## src/rtl/im_loader_pkg.sv

```systemverilog
// Shared widths and FSM state encoding for the instruction-memory loader.
package im_pkg;

  localparam int unsigned IM_ADDR_W = 11;
  localparam int unsigned IM_DATA_W = 17;
  localparam int unsigned IM_DEPTH  = 2048;

  typedef enum logic [3:0] {
    IDLE   = 4'd0,
    CNT_LO = 4'd1,
    CNT_HI = 4'd2,
    B0     = 4'd3,
    B1     = 4'd4,
    B2     = 4'd5,
    WRITE  = 4'd6,
    DONE   = 4'd7,
    ERR    = 4'd8
  } ld_state_t;

endpackage

```

## src/rtl/im_loader_if.sv

```systemverilog
// Byte-stream valid/ready handshake between a byte source and the loader.
interface im_loader_if;

  logic       byte_vld;
  logic [7:0] byte_in;
  logic       byte_rdy;

  modport master (output byte_vld, output byte_in, input byte_rdy);
  modport slave  (input byte_vld, input byte_in, output byte_rdy);

endinterface

```

## src/rtl/im_word_asm.sv

```systemverilog
// Collects three stream bytes into one instruction word; word_ready pulses for
// the cycle after the third byte, while the word register holds the result.
module im_word_asm
  import im_pkg::*;
(
  input  logic                 clk,
  input  logic                 rst_n,
  input  logic                 clr_i,
  input  logic                 take_i,
  input  logic [7:0]           byte_i,
  output logic [IM_DATA_W-1:0] word_o,
  output logic                 word_ready_o
);

  logic [7:0]           b0_q, b0_d;
  logic [7:0]           b1_q, b1_d;
  logic [1:0]           idx_q, idx_d;
  logic [IM_DATA_W-1:0] word_q, word_d;
  logic                 ready_q, ready_d;

  always_comb begin
    b0_d    = b0_q;
    b1_d    = b1_q;
    idx_d   = idx_q;
    word_d  = word_q;
    ready_d = 1'b0;
    if (clr_i) begin
      idx_d = 2'd0;
    end else if (take_i) begin
      case (idx_q)
        2'd0: begin
          b0_d  = byte_i;
          idx_d = 2'd1;
        end
        2'd1: begin
          b1_d  = byte_i;
          idx_d = 2'd2;
        end
        default: begin
          // Only bit 0 of the third byte carries instruction data.
          word_d  = {byte_i[0], b1_q, b0_q};
          ready_d = 1'b1;
          idx_d   = 2'd0;
        end
      endcase
    end
  end

  always_ff @(posedge clk or negedge rst_n) begin
    if (!rst_n) begin
      b0_q    <= '0;
      b1_q    <= '0;
      idx_q   <= '0;
      word_q  <= '0;
      ready_q <= 1'b0;
    end else begin
      b0_q    <= b0_d;
      b1_q    <= b1_d;
      idx_q   <= idx_d;
      word_q  <= word_d;
      ready_q <= ready_d;
    end
  end

  assign word_o       = word_q;
  assign word_ready_o = ready_q;

endmodule

```

## src/rtl/im_loader.sv

```systemverilog
// Loads a counted byte stream into instruction memory and holds the CPU in
// reset until the whole image has been written.
module im_loader
  import im_pkg::*;
#(
  parameter int unsigned TIMEOUT_CYC = 1048576
) (
  input  logic                 clk,
  input  logic                 rst_n,
  input  logic                 load_start_i,
  im_loader_if.slave           bus,
  output logic                 im_we_o,
  output logic [IM_ADDR_W-1:0] im_waddr_o,
  output logic [IM_DATA_W-1:0] im_wdata_o,
  output logic                 cpu_hold_o,
  output logic                 load_done_o,
  output logic                 load_err_o
);

  localparam int unsigned TO_W  = $clog2(TIMEOUT_CYC);
  localparam int unsigned CNT_W = IM_ADDR_W + 1;

  ld_state_t            state_q, state_d;
  logic [CNT_W-1:0]     n_q, n_d;
  logic [IM_ADDR_W-1:0] addr_q, addr_d;
  logic [TO_W-1:0]      to_q, to_d;
  logic                 byte_rdy_q, byte_rdy_d;
  logic                 cpu_hold_q, cpu_hold_d;
  logic                 load_done_q, load_done_d;
  logic                 load_err_q, load_err_d;

  logic                 accept_c;
  logic                 asm_clr_c;
  logic                 asm_take_c;
  logic [CNT_W-1:0]     n_hdr_c;
  logic [IM_DATA_W-1:0] asm_word;
  logic                 asm_ready;

  assign accept_c   = bus.byte_vld && byte_rdy_q;
  assign n_hdr_c    = {bus.byte_in[3:0], n_q[7:0]};
  assign asm_take_c = accept_c && (state_q inside {B0, B1, B2});

  // Next state, counters and registered output values.
  always_comb begin
    state_d   = state_q;
    n_d       = n_q;
    addr_d    = addr_q;
    to_d      = to_q;
    asm_clr_c = 1'b0;

    case (state_q)
      IDLE, DONE, ERR: begin
        if (load_start_i) begin
          state_d   = CNT_LO;
          addr_d    = '0;
          to_d      = '0;
          asm_clr_c = 1'b1;
        end
      end
      CNT_LO: if (accept_c) begin
        n_d     = CNT_W'(bus.byte_in);
        state_d = CNT_HI;
      end
      CNT_HI: if (accept_c) begin
        n_d = n_hdr_c;
        if (n_hdr_c == '0 || n_hdr_c > CNT_W'(IM_DEPTH)) state_d = ERR;
        else                                             state_d = B0;
      end
      B0: if (accept_c) state_d = B1;
      B1: if (accept_c) state_d = B2;
      B2: if (accept_c) state_d = WRITE;
      WRITE: begin
        addr_d = addr_q + IM_ADDR_W'(1);
        // Compare against the count so a full-depth image never wraps.
        if (CNT_W'(addr_q) + CNT_W'(1) == n_q) state_d = DONE;
        else                                   state_d = B0;
      end
      default: state_d = IDLE;
    endcase

    // Inter-byte idle timer; an accepted byte always wins over expiry.
    if (state_q inside {CNT_LO, CNT_HI, B0, B1, B2}) begin
      if (accept_c) begin
        to_d = '0;
      end else if (state_q != CNT_LO) begin
        if (to_q == TO_W'(TIMEOUT_CYC - 1)) state_d = ERR;
        else                                to_d    = to_q + TO_W'(1);
      end
    end

    byte_rdy_d  = state_d inside {CNT_LO, CNT_HI, B0, B1, B2};
    cpu_hold_d  = (state_d != DONE);
    load_done_d = (state_d == DONE);
    load_err_d  = (state_d == ERR);
  end

  always_ff @(posedge clk or negedge rst_n) begin
    if (!rst_n) begin
      state_q     <= IDLE;
      n_q         <= '0;
      addr_q      <= '0;
      to_q        <= '0;
      byte_rdy_q  <= 1'b0;
      cpu_hold_q  <= 1'b1;
      load_done_q <= 1'b0;
      load_err_q  <= 1'b0;
    end else begin
      state_q     <= state_d;
      n_q         <= n_d;
      addr_q      <= addr_d;
      to_q        <= to_d;
      byte_rdy_q  <= byte_rdy_d;
      cpu_hold_q  <= cpu_hold_d;
      load_done_q <= load_done_d;
      load_err_q  <= load_err_d;
    end
  end

  im_word_asm u_asm (
    .clk          (clk),
    .rst_n        (rst_n),
    .clr_i        (asm_clr_c),
    .take_i       (asm_take_c),
    .byte_i       (bus.byte_in),
    .word_o       (asm_word),
    .word_ready_o (asm_ready)
  );

  assign bus.byte_rdy = byte_rdy_q;
  assign im_we_o      = asm_ready;
  assign im_waddr_o   = addr_q;
  assign im_wdata_o   = asm_word;
  assign cpu_hold_o   = cpu_hold_q;
  assign load_done_o  = load_done_q;
  assign load_err_o   = load_err_q;

endmodule

```

## src/flat_wrapper.sv

```systemverilog
// flat-port wrapper written by rule: the top's interface ports become plain ports
module im_loader_flat import im_pkg::*;
#(
  parameter int unsigned TIMEOUT_CYC = 1048576
)
  (clk, rst_n, load_start_i, im_we_o, im_waddr_o, im_wdata_o, cpu_hold_o, load_done_o, load_err_o, bus_byte_vld, bus_byte_in, bus_byte_rdy);
  im_loader_if bus_i ();
  input  logic clk;
  input  logic rst_n;
  input  logic load_start_i;
  output logic im_we_o;
  output logic [IM_ADDR_W-1:0] im_waddr_o;
  output logic [IM_DATA_W-1:0] im_wdata_o;
  output logic cpu_hold_o;
  output logic load_done_o;
  output logic load_err_o;
  input wire logic [$bits(bus_i.byte_vld)-1:0] bus_byte_vld;
  input wire logic [$bits(bus_i.byte_in)-1:0] bus_byte_in;
  output wire logic [$bits(bus_i.byte_rdy)-1:0] bus_byte_rdy;
  assign bus_i.byte_vld = bus_byte_vld;
  assign bus_i.byte_in = bus_byte_in;
  assign bus_byte_rdy = bus_i.byte_rdy;
  im_loader #(.TIMEOUT_CYC(TIMEOUT_CYC)) u_core (.clk(clk), .rst_n(rst_n), .load_start_i(load_start_i), .bus(bus_i), .im_we_o(im_we_o), .im_waddr_o(im_waddr_o), .im_wdata_o(im_wdata_o), .cpu_hold_o(cpu_hold_o), .load_done_o(load_done_o), .load_err_o(load_err_o));
endmodule
```

## config.mk

```make
export PLATFORM = sky130hd
export DESIGN_NAME = im_loader_flat
export DESIGN_NICKNAME = d
export VERILOG_FILES = /design/src/rtl/im_loader_pkg.sv /design/src/rtl/im_loader_if.sv /design/src/rtl/im_word_asm.sv /design/src/rtl/im_loader.sv /design/src/flat_wrapper.sv
export SDC_FILE = /design/constraint.sdc
export NUM_CORES = 1
export LEC_CHECK = 0
export BUFFER_PORTS_ARGS = -buffer_cell sky130_fd_sc_hd__clkbuf_2
export CAP_MARGIN = 20
export CORE_ASPECT_RATIO = 1.4
export CORE_MARGIN = 3
export CORE_UTILIZATION = 40
export CTS_CLUSTER_DIAMETER = 200
export DETAILED_ROUTE_END_ITERATION = 8
export SLEW_MARGIN = 20
export SYNTH_ARGS = -nofsm -noshare
export SYNTH_HDL_FRONTEND = slang
export SYNTH_SLANG_ARGS = --single-unit
```

## constraint.sdc

```tcl
create_clock -name clk -period 5 [get_ports clk]
set_clock_uncertainty 0.2 [all_clocks]
set_input_delay 1 -clock clk [delete_from_list [all_inputs] [get_ports clk]]
set_output_delay 1 -clock clk [all_outputs]
set_load 0.05 [all_outputs]
```

==> results.md <==
* Status: complete, no violations
* FF+latch count, synth at just under 90
* PwrDens at between 500 and 600 nW/um^2
* Largest family of logic cells by synthesized area: simple AND/OR/NAND/NOR gates
* Clk pin slew, worst setup/hold paths at about 70 ps
* DR vias at about 3700
* All-Layer GR Usage at between 15 and 20%
* Die width at 96.5 um
* Post-synthesis mux area share at 4.17%
* Setup TNS at 0 ps
* Tightest Pin Transition at 868 ps
* Largest net degree at the start of global routing at 61
* Gpl congestion at roughly 0.83
* Cts hold-fix bufs at 0
* Final Power at approximately 0.0027 W
* Final max-slew violation count at 0
* DR WL/cell at around 16 um
* Synth top area cells: dfrtp_1, nand2_1, mux2_2, o21ai_0, nand3_1
* Vias per cell at approximately 5.5
* # diodes at 0
* H-tree levels at 3
* Post-route ant nets at 0
* Post-Synth Simple-Gate Area at around a quarter
* Gr ovfl total at 0
* Iteration-0 DRC Markers at 123
* Chip Height at about 130 um
* Post-CTS Resized at 0
* Crit path buf inv count at 3
* Clock latency on the worst-skew pair at around 340 ps
* Max_slew headroom at between 40% and 50%
* Most common cell after layout, fill and taps aside: nand2_1
* IO Port Bufs at 44
* LEAKAGE at 2.43 nW
* Maximum VDD drop at between 0.0002 and 0.00025 V
* Post-synth net total at 505
* DP Cell Count at about 660
* Area grow syn2layout at 12.5%
* # rows at between 40 and 50
* Sequential share of the synthesized area at 47.5%
* R2r startpoint: u_core.to_q[0]
* Cts bufs inserted at 9
* HP Class: flip-flop to flip-flop
* Starting Density at ~42%
* DR DRC count at 0
* Final setup fails at 0
* Worst r2r path cells at 8
* Max_cap viols at 0
* Fmax at about 330 MHz
* Async S/R FF share, synth at 100%
* NumNets Final at between 500 and 600
* Main synth FF type: dfrtp_1
* Drt pass-1 iters at 5
* Hold path startpoint: u_core.u_asm.b0_q[3]
* Layout cells sized above 1 at roughly a fifth
* Buffer count from post-CTS setup fixing at 0
* RSZ-0062 raised after global routing: no
* Post-Syn Instances at approximately 490
* Req. time, crit path at 5030 ps
* Final HPWL DP at roughly 7500 um
* DRT Wirelength at around 11000 um
* Hold Crit Depth at 2
* Period minus WS final at approximately 3000 ps
* Most frequent cells in the layout: nand2_1, dfrtp_1, clkbuf_2, o21ai_0, nor2_1
* Cells along the critical path: clkbuf_2, nand2_1, a211o_1, inv_1, nand2_1, clkinv_1, nand2_1, nand2_1
* Synth Area in Adders at less than 1%
* Slack of the worst reg-to-reg path at 2210 ps
* Critical Path AT at 3020 ps
* Clock Path Buffers at 2
* Top cell type's share of synthesized area at about 47%
* Crit. End Element: flip-flop
* Synth Area in Compound Gates at between 15 and 20%
* Syn avg cell area at roughly 9.3 sq um
* Die area at approximately 13000 sq um
* Number of global-route vias before repair at ~3500
* I/O Pins at 45
* Critical path origin: bus_byte_vld
* Final period util at 59.8%
* Clock root buffer master: clkbuf_16
* WHS Endpoint: u_core.u_asm.word_o[3]
* Crit-path max FO at 18
* Design area at approximately 5200 sq um
* Synth area leader: dfrtp_1
* Crit start category: input pin
* Post-synth cell types at 75
* Number of flops mapped to enable cells by yosys at 0
* Reg-to-Reg End: u_core.to_q[10]
* Slowest-stage cell, CP: clkinv_1
* Synth warn at 0
* Post-layout instance count excluding filler cells at between 600 and 700
* Syn Std Cell Area at about 4600 sq um
* Placed cell area at about 4900 sq um
* Crit-path most repeated cell: nand2_1
* Clk sinks at 87
* CP delay by family, top: simple AND/OR/NAND/NOR gates
* Core Box Area at 11000 sq um
* Kind of critical path: input pin to flip-flop
* Post-Synth XOR/XNOR Area at about 3.2%
* Delay of the slowest critical-path stage at roughly 620 ps
* First-pass GRT wire length at 17900 um
* Final hold vios at 0
* Initial antenna violation count at 0
* CTS tree: done
## area by class of cell
cell class              count  area [sq um]
clock buffers               9           225
flip-flops and latches     87          2180
inverters                   7          26.3
clock inverters             7          70.1
well taps                 141           176
fillers                  1088          5880
multi-input cells         375          2250
repair buffers             46           238
## where the power goes
group / internal [W] / leakage, nW / switching, W
clock network: 0.000354 / 0.144 / 0.000315
logic: 0.000353 / 1.12 / 0.000638
registers: 0.000861 / 1.17 / 0.000169
total: 0.00157 / 2.43 / 0.00112
## how the worst max path moves through the flow
stage,endpoint,slack [ps],cells past startpoint
3_5_place_dp,u_core.u_asm.word_o[6],1620,8
2_1_floorplan,u_core.u_asm.b1_q[0],2380,6
3_3_place_gp,u_core.u_asm.word_o[3],1730,8
6_report,u_core.u_asm.word_o[9],2010,8
5_1_grt,u_core.u_asm.word_o[14],1750,8
4_1_cts,u_core.u_asm.word_o[6],1990,8
## through the flow
| stage | utilization [%] | hold slack, ps | worst slack [ps] |
|---|---|---|---|
| after global routing | 46.8 | 290 | 1750 |
| after global placement | 44.1 | 243 | 1730 |
| after floorplan | - | 235 | 2380 |
| after CTS | 46.8 | 268 | 1990 |
| final | 46.8 | 264 | 2010 |
| after detailed placement | 44.1 | 253 | 1620 |
## per-layer routing
metal  wire length (um)  GRT usage, %  vias up
met2               5430          28.7       70
met1               4630          23.3     1829
met3                456          4.78        8
met5                  0             0        -
li1                   -             -     1819
met4                100          5.23        0
## kinds of logic after synthesis
family          Yosys count
buf+inv                  29
xor+xnor                 14
flops                    87
compound gates          109
fa+ha+maj                 2
mux                      17
simple gates            233
## tightest hold or removal path: cells and delay by family, from the launching register on
kind          cells  cell delay, ps
flops             1             340
simple gates      2             100
## registers in the layout (all words and copies together), names as in the netlist, 2 cells and up
name and cells:
u_core.im_waddr_o 11, u_core.n_q 12, u_core.state_q 4, u_core.to_q 20, u_core.u_asm.b0_q 8, u_core.u_asm.b1_q 8, u_core.u_asm.idx_q 2, u_core.u_asm.word_o 17
## synthesized netlist by cell type (5+ instances only)
library cell,n
clkbuf_1,8
nand4_1,6
xor2_1,7
o21ai_0,33
a21oi_1,17
buf_2,8
o31ai_1,6
nand2_1,113
mux2_2,17
a22o_1,5
nor3_1,8
xnor2_1,5
and3_1,13
dfrtp_1,86
o22ai_1,5
and2_1,5
nor2_1,26
nand3_1,23
o21ai_1,15
inv_1,5
Power figures use the tool's default switching activity.
